`src/rtl/ps2_rx.sv`:
```
// PS/2 device-to-host frame receiver with E0/F0 prefix folding.
// Emits one registered scancode event (or error pulse) per frame.
module ps2_rx #(
    parameter int FILTER  = 4,
    parameter int TIMEOUT = 17600
) (
    input  logic       clock,
    input  logic       reset,
    input  logic       ce,
    input  logic [1:0] ps2,
    output logic       strobe,
    output logic [7:0] code,
    output logic       pressed,
    output logic       extended,
    output logic       error
);

    localparam int TW = $clog2(TIMEOUT + 1);

    typedef enum logic [1:0] {
        IDLE,
        DATA,
        PARITY,
        STOP
    } state_t;

    state_t        state_q, state_d;
    logic [1:0]    sync1_q, sync1_d;
    logic [1:0]    sync2_q, sync2_d;
    logic          fclk_q, fclk_d;
    logic [3:0]    fcnt_q, fcnt_d;
    logic [7:0]    shift_q, shift_d;
    logic [2:0]    bitcnt_q, bitcnt_d;
    logic          par_q, par_d;
    logic [TW-1:0] tout_q, tout_d;
    logic          ext_f_q, ext_f_d;
    logic          rel_f_q, rel_f_d;
    logic [7:0]    code_q, code_d;
    logic          pressed_q, pressed_d;
    logic          ext_q, ext_d;
    logic          strobe_q, strobe_d;
    logic          error_q, error_d;
    logic          sample;
    logic          din;

    assign din = sync2_q[1];

    always_comb begin
        state_d   = state_q;
        sync1_d   = sync1_q;
        sync2_d   = sync2_q;
        fclk_d    = fclk_q;
        fcnt_d    = fcnt_q;
        shift_d   = shift_q;
        bitcnt_d  = bitcnt_q;
        par_d     = par_q;
        tout_d    = tout_q;
        ext_f_d   = ext_f_q;
        rel_f_d   = rel_f_q;
        code_d    = code_q;
        pressed_d = pressed_q;
        ext_d     = ext_q;
        strobe_d  = 1'b0;
        error_d   = 1'b0;
        sample    = 1'b0;

        if (ce) begin
            sync1_d = ps2;
            sync2_d = sync1_q;

            // Accept a new clock level only on the FILTER-th differing sample
            if (sync2_q[0] == fclk_q) begin
                fcnt_d = '0;
            end else if (fcnt_q == 4'(FILTER - 1)) begin
                fcnt_d = '0;
                fclk_d = sync2_q[0];
                sample = fclk_q;
            end else begin
                fcnt_d = fcnt_q + 4'd1;
            end

            if (sample) begin
                tout_d = '0;
                unique case (state_q)
                    IDLE: begin
                        if (!din) begin
                            state_d  = DATA;
                            bitcnt_d = '0;
                        end
                    end
                    DATA: begin
                        shift_d  = {din, shift_q[7:1]};
                        bitcnt_d = bitcnt_q + 3'd1;
                        if (bitcnt_q == 3'd7) state_d = PARITY;
                    end
                    PARITY: begin
                        par_d   = din;
                        state_d = STOP;
                    end
                    STOP: begin
                        state_d = IDLE;
                        if (din && (^{shift_q, par_q})) begin
                            if (shift_q == 8'hE0) begin
                                ext_f_d = 1'b1;
                            end else if (shift_q == 8'hF0) begin
                                rel_f_d = 1'b1;
                            end else begin
                                code_d    = shift_q;
                                pressed_d = ~rel_f_q;
                                ext_d     = ext_f_q;
                                strobe_d  = 1'b1;
                                ext_f_d   = 1'b0;
                                rel_f_d   = 1'b0;
                            end
                        end else begin
                            error_d = 1'b1;
                            ext_f_d = 1'b0;
                            rel_f_d = 1'b0;
                        end
                    end
                    default: state_d = IDLE;
                endcase
            end else if (state_q != IDLE) begin
                if (tout_q == TW'(TIMEOUT - 1)) begin
                    tout_d  = TW'(TIMEOUT);
                    state_d = IDLE;
                    error_d = 1'b1;
                    ext_f_d = 1'b0;
                    rel_f_d = 1'b0;
                end else if (tout_q != TW'(TIMEOUT)) begin
                    tout_d = tout_q + 1'b1;
                end
            end
        end
    end

    always_ff @(posedge clock) begin
        if (!reset) begin
            state_q   <= IDLE;
            sync1_q   <= 2'b11;
            sync2_q   <= 2'b11;
            fclk_q    <= 1'b1;
            fcnt_q    <= '0;
            shift_q   <= '0;
            bitcnt_q  <= '0;
            par_q     <= 1'b0;
            tout_q    <= '0;
            ext_f_q   <= 1'b0;
            rel_f_q   <= 1'b0;
            code_q    <= '0;
            pressed_q <= 1'b0;
            ext_q     <= 1'b0;
            strobe_q  <= 1'b0;
            error_q   <= 1'b0;
        end else begin
            state_q   <= state_d;
            sync1_q   <= sync1_d;
            sync2_q   <= sync2_d;
            fclk_q    <= fclk_d;
            fcnt_q    <= fcnt_d;
            shift_q   <= shift_d;
            bitcnt_q  <= bitcnt_d;
            par_q     <= par_d;
            tout_q    <= tout_d;
            ext_f_q   <= ext_f_d;
            rel_f_q   <= rel_f_d;
            code_q    <= code_d;
            pressed_q <= pressed_d;
            ext_q     <= ext_d;
            strobe_q  <= strobe_d;
            error_q   <= error_d;
        end
    end

    assign strobe   = strobe_q;
    assign code     = code_q;
    assign pressed  = pressed_q;
    assign extended = ext_q;
    assign error    = error_q;

endmodule
```
`config.mk`:
```
export PLATFORM = sky130hd
export DESIGN_NAME = ps2_rx
export DESIGN_NICKNAME = d
export VERILOG_FILES = /design/src/rtl/ps2_rx.sv
export SDC_FILE = /design/constraint.sdc
export NUM_CORES = 1
export LEC_CHECK = 0
export CAP_MARGIN = 30
export CORE_ASPECT_RATIO = 0.5
export CORE_MARGIN = 1.5
export CORE_UTILIZATION = 59
export DETAILED_ROUTE_END_ITERATION = 8
export GPL_TIMING_DRIVEN = 0
export MAX_ROUTING_LAYER = met4
export PLACE_DENSITY_LB_ADDON = 0.05
export SYNTH_ARGS = -nofsm -noshare
export SYNTH_HDL_FRONTEND = slang
export SYNTH_SLANG_ARGS = --single-unit
```
`constraint.sdc`:
```
create_clock -name clock -period 2.2 [get_ports clock]
set_input_delay 0.44 -clock clock [delete_from_list [all_inputs] [get_ports clock]]
set_output_delay 0.44 -clock clock [all_outputs]
set_load 0.02 [all_outputs]
```
# ---- After elaboration in Yosys (flattened, before gate mapping)
# Index checks and enable logic that the tools add are counted.
# Widths: inputs -> output; s select.
dict set report classes {
  addsub 3
  mul 0
  div 0
  order_cmp 0
  eq_ne 16
  shift 0
  muxes 35
  bitwise_logic 9
  n_reduce_logical 19
}
# op count
set op_table {}
lappend op_table {{$mux 15} 4}
lappend op_table {{$mux 1} 21}
lappend op_table {{$eq 8x8->1 const B} 2}
lappend op_table {{$add 15x1->15 const B} 1}
lappend op_table {{$eq 15x15->1 const B} 1}
lappend op_table {{$ne 15x15->1 const B} 1}
lappend op_table {{$reduce_and 5->1} 3}
lappend op_table {{$reduce_and 3->1} 4}
lappend op_table {{$mux 2} 5}
lappend op_table {{$ne 3x3->1 const B} 3}
lappend op_table {{$not 1->1} 9}
lappend op_table {{$reduce_xor 9->1} 1}
lappend op_table {{$mux 4} 2}
lappend op_table {{$pmux 2 s4} 1}
lappend op_table {{$reduce_bool 2->1} 4}
lappend op_table {{$pmux 3 s2} 1}
lappend op_table {{$reduce_and 6->1} 1}
lappend op_table {{$reduce_or 6->1} 1}
lappend op_table {{$add 4x1->4 const B} 1}
lappend op_table {{$eq 2x2->1 const B} 2}
lappend op_table {{$eq 4x2->1 const B} 1}
lappend op_table {{$ne 4x4->1 const B} 1}
lappend op_table {{$reduce_and 4->1} 1}
lappend op_table {{$add 3x1->3 const B} 1}
lappend op_table {{other kinds (10)} 10}
dict set report totals {
  regBits 52
  latchBits 0
  ram_bits 0
  romBits 0
  word_cells 98
  mem_count 0
}

# ---- Logic depth before layout (Yosys ltp)
dict set report depth {
  word_depth 6
  ltp_mapped 8
  depth_no_buf 7
}

# ---- Worst setup path after synthesis
# Ideal clock, no wire load.
dict set report synth_path {
  path_type {reg-to-reg}
  start {register tout_q[11]}
  end {register rel_f_q}
  setup_time_ps 118
  t_arrival_ps 1918
  required_ps 2082
  slack_ps 164
  stages_incl_launch_ff 6
  path_buffers 0
  path_cell_list {dfxtp_1 -> or4b_4 -> or4_4 -> o31a_1 -> o21ai_1 -> nor2_1}
}
dict set report synth_via {
  elab_chain_cells 3
}
# element line_no
set synth_lines {}
lappend synth_lines {{from (decl)} 35} ;# logic [TW-1:0] tout_q, tout_d;
lappend synth_lines {{from (signal assigned)} 164} ;# tout_q <= tout_d;
lappend synth_lines {{$eq 15x15->1} 124} ;# if (tout_q == TW'(TIMEOUT - 1)) begin
lappend synth_lines {{$reduce_bool 2->1 (no line)} --}
lappend synth_lines {{$reduce_and 5->1 (no line)} --}
lappend synth_lines {{to (signal assigned)} 166} ;# rel_f_q <= rel_f_d;
lappend synth_lines {{to (decl)} 37} ;# logic rel_f_q, rel_f_d;
# No other way between the ends.
# A chain may end at the register's enable or synchronous reset.

# ---- Worst setup path after layout
dict set report layout_path {
  start {register tout_q[7]}
  end {register rel_f_q}
}
# Same word-level chain as after synthesis.

==> flow_metrics.env <==
export IMPL_layout_area_seq_um2=1040
export IMPL_unrepaired_setup_endpoints_after_global_routing="no"
export IMPL_tightestPinTransition_ps=589
export IMPL_synth_top_cells_by_count="dfxtp_1, nor2_1, a21oi_1"
export IMPL_starting_density_pct=64.6
export IMPL_cts_hold_buffers_added=0
export IMPL_crit_required_ps=2420
export IMPL_vdd_ir_drop_max_mv=0.382
export IMPL_numCtsBuffers=5
export IMPL_power_uw=1620
export IMPL_fmax_mhz=471
export IMPL_ios=17
export IMPL_path_class="reg2reg"
export IMPL_final_ant_viol_nets=0
export IMPL_rr_worst_depth=5
export IMPL_hold_path_depth=2
export IMPL_power_share_sequential_pct=58.7
export IMPL_synthDominantAreaCellType="dfxtp_1"
export IMPL_max_clock_path_buffers=2
export IMPL_gp_weighted_congestion=0.866
export IMPL_register_bit_count_reported_by_yosys=52
export IMPL_cts_tree="yes"
export IMPL_worst_setup_path_end_kind="flop"
export IMPL_layout_area_overhead_vs_synth_pct=17.4
export IMPL_detailed_place_hpwl_um=4510
export IMPL_hold_path_class="reg2reg"
export IMPL_die_area_um2=4930
export IMPL_antenna_found_initial=0
export IMPL_syn_inst=306
export IMPL_leakage_power_uw=0.00115
export IMPL_timing_max_cap_violations=0
export IMPL_cts_root_buffer_cell="clkbuf_8"
export IMPL_rows=16
export IMPL_design_core_area_um2=4100
export IMPL_routed_wire_length_per_instance_um=17.3
export IMPL_num_nets_final=348
export IMPL_drc_errors=0
export IMPL_switching_share_pct=24.5
export IMPL_crit_path_max_fanout=10
export IMPL_mean_number_of_vias_per_cell=6.46
export IMPL_post_synthesis_mean_instance_area_um2=8.66
export IMPL_run_status="complete, no violations"
export IMPL_asyncSetResetFlopFracSynth_pct=0
export IMPL_yosysTopAreaCellShare_pct=39.3
export IMPL_cts_htree_levels=2
export IMPL_via_count_of_the_routed_design=2507
export IMPL_synth_top_cells_by_area="dfxtp_1, mux2i_1, ha_1"
export IMPL_power_combinational_fraction_pct=4.6
export IMPL_dominantRegCellSynth="dfxtp_1"
export IMPL_antennaDiodeCount=0
export IMPL_cts_sinks=52
export IMPL_setup_viol=0
export IMPL_clk_pin_slew_ps=100
export IMPL_combined_area_of_the_multi_input_logic_cells_um2=1580
export IMPL_report_final_slew_viol_count=0
export IMPL_grt_start_max_net_pins=17
export IMPL_dpl_cell_count=376
export IMPL_grt_pass1_wl_um=10500
export IMPL_grt_pass1_vias=2223
export IMPL_min_delay_worst_endpoint="code[1]"
export IMPL_finalClockSkew_ps=8.15
export IMPL_global_route_overflow_total=0
export IMPL_clk_insertion_delay_late_ps=320
export IMPL_final_layout_size_suffix_gt1_share_pct=13.8
export IMPL_die_extent_in_x_um=97.8
export IMPL_drt_initial_drc_count=194
export IMPL_net_switching_power_uw=397
export IMPL_yosysUniqueCellTypes=51
export IMPL_synth_edff_count=0
export IMPL_finalHoldViolations=0
export IMPL_clkPwrFrac_pct=36.7
export IMPL_timing_final_crit_period_ps=2130
export IMPL_worst_setup_path_start_kind="flop"
export IMPL_r2r_start="tout_q[7]"
export IMPL_syn_num_nets=321
export IMPL_crit_reg2reg_capture="rel_f_q"
export IMPL_cell_internal_pwr_uw=1220
export IMPL_slack_of_the_worst_reg_to_reg_path_ps=70
export IMPL_timing_critical_path_arrival_ps=2350
export IMPL_port_buffers=16
export IMPL_pwr_density_cell_nw_per_um2=521
export IMPL_yosysSeqAreaShare_pct=39.3
export IMPL_ys_warnings_count=0
export IMPL_synth_cell_area_um2=2650
export IMPL_post_synth_top_count_cell="dfxtp_1"
export IMPL_groute_usage_overall_pct=27.9
export IMPL_drt_pass1_iter_count=4
export IMPL_final_fill_count=305
export IMPL_worst_slew_margin_rel_pct=60.7
export IMPL_dieHeight_um=50.4
export IMPL_worst_hold_startpoint="code[1]"
export IMPL_finalWirelength_um=6720
export IMPL_final_period_utilization_pct=96.6
export IMPL_stdcell_count=388
power groups by stage:
stage | combinational, uW | clock, uW | sequential (uW)
final | 73.8 | 595 | 951
after global routing | 80.4 | 625 | 952
after CTS | 70.9 | 593 | 951
after detailed placement | 69.4 | 0 | 973
after global placement | 67.7 | 0 | 972
after floorplan | 43.6 | 0 | 971
stage by stage:
| stage | hold WS [ps] | utilization, % | instance area, um^2 | worst slack (ps) | setup TNS (ps) |
|---|---|---|---|---|---|
| final | 476 | 75.8 | 3110 | 74.8 | 0 |
| after global routing | 491 | 75.8 | 3110 | 11.8 | 0 |
| after CTS | 462 | 73.6 | 3020 | 11.2 | 0 |
| after detailed placement | 436 | 70.1 | 2880 | -397 | -2130 |
| after global placement | 433 | 70.1 | 2880 | -366 | -1290 |
| after floorplan | 415 | - | 2650 | 164 | 0 |
worst max path at each step:
stage | from | to | slack, ps | cells past startpoint
floorplan | tout_q[11] | rel_f_q | 160 | 5
global placement | reset | tout_q[9] | -370 | 5
detailed placement | reset | tout_q[9] | -400 | 5
CTS | state_q[0] | tout_q[9] | 10 | 8
global route | fcnt_q[0] | tout_q[4] | 10 | 7
finish | tout_q[7] | rel_f_q | 70 | 5
timing repair:
item / CTS / global route
gates resized for setup: 7 / 15
pin swaps: 2 / 5
setup endpoints to repair: 24 / 29
setup buffers: 3 / 3
logic make-up after synthesis:
logic type	synth area share [%]
muxes	4.91
buffers and inverters	4.58
AOI/OAI and AO/OA	19.7
xor gates and xnor gates	3.49
DFF	39.3
and+or+nand+nor	23.3
adders and majority gates	4.72
routing by layer:
layer | vias up | global-route usage (%) | share of wire, %
li1 | 1192 | - | -
met1 | 1215 | 33.9 | 45
met5 | - | - | 0
met2 | 83 | 47.0 | 48
met4 | 0 | 9.52 | 1.9
met3 | 17 | 6.13 | 5.2
layout by cell type, fill, tap and decap left out, types with 2 or more instances in the layout:
cell type,instances
nor3_1,4
o21ai_2,2
o31ai_2,2
o31a_1,2
or3_1,2
nand4_1,13
clkinvlp_4,2
xnor2_1,4
o21ai_0,13
xor2_1,3
a21oi_1,23
o31ai_1,9
ha_1,9
and3_1,2
nor2_1,27
nand2b_1,3
clkdlybuf4s50_1,16
a31oi_1,8
a211oi_1,2
buf_4,6
inv_1,13
and4_1,2
nor3_2,2
buf_2,5
nand3_1,16
a41oi_1,3
a22oi_1,2
nand2_1,19
o41ai_1,2
clkbuf_1,7
dfxtp_1,52
nor3b_1,3
mux2i_1,13
nor4_4,3
o211ai_1,4
clkbuf_8,6
flip-flops by register name (all words and copies together), names as in the netlist:
signal    cells
sync2_q       2
extended      1
rel_f_q       1
bitcnt_q      3
shift_q       8
fclk_q        1
fcnt_q        4
sync1_q       2
ext_f_q       1
pressed       1
strobe        1
error         1
state_q       2
code          8
par_q         1
tout_q       15
critical path, cell delays in order, from the launching register on:
cell and delay, ps:
dfxtp_1 570, nand4bb_2 290, or4_4 630, o31a_1 300, o21ai_2 170, nor2_1 60
final cells by class:
class                           count  area share, %
Multi-Input combinational cell    225           50.9
Sequential cell                    52           33.5
Timing Repair Buffer               22           6.60
Clock buffer                        6           2.65
Tap cell                           54           2.17
Buffer                             13           2.01
Inverter                           14           1.69
Clock inverter                      2          0.483
Note: power is estimated with default switching activity, not from simulation.
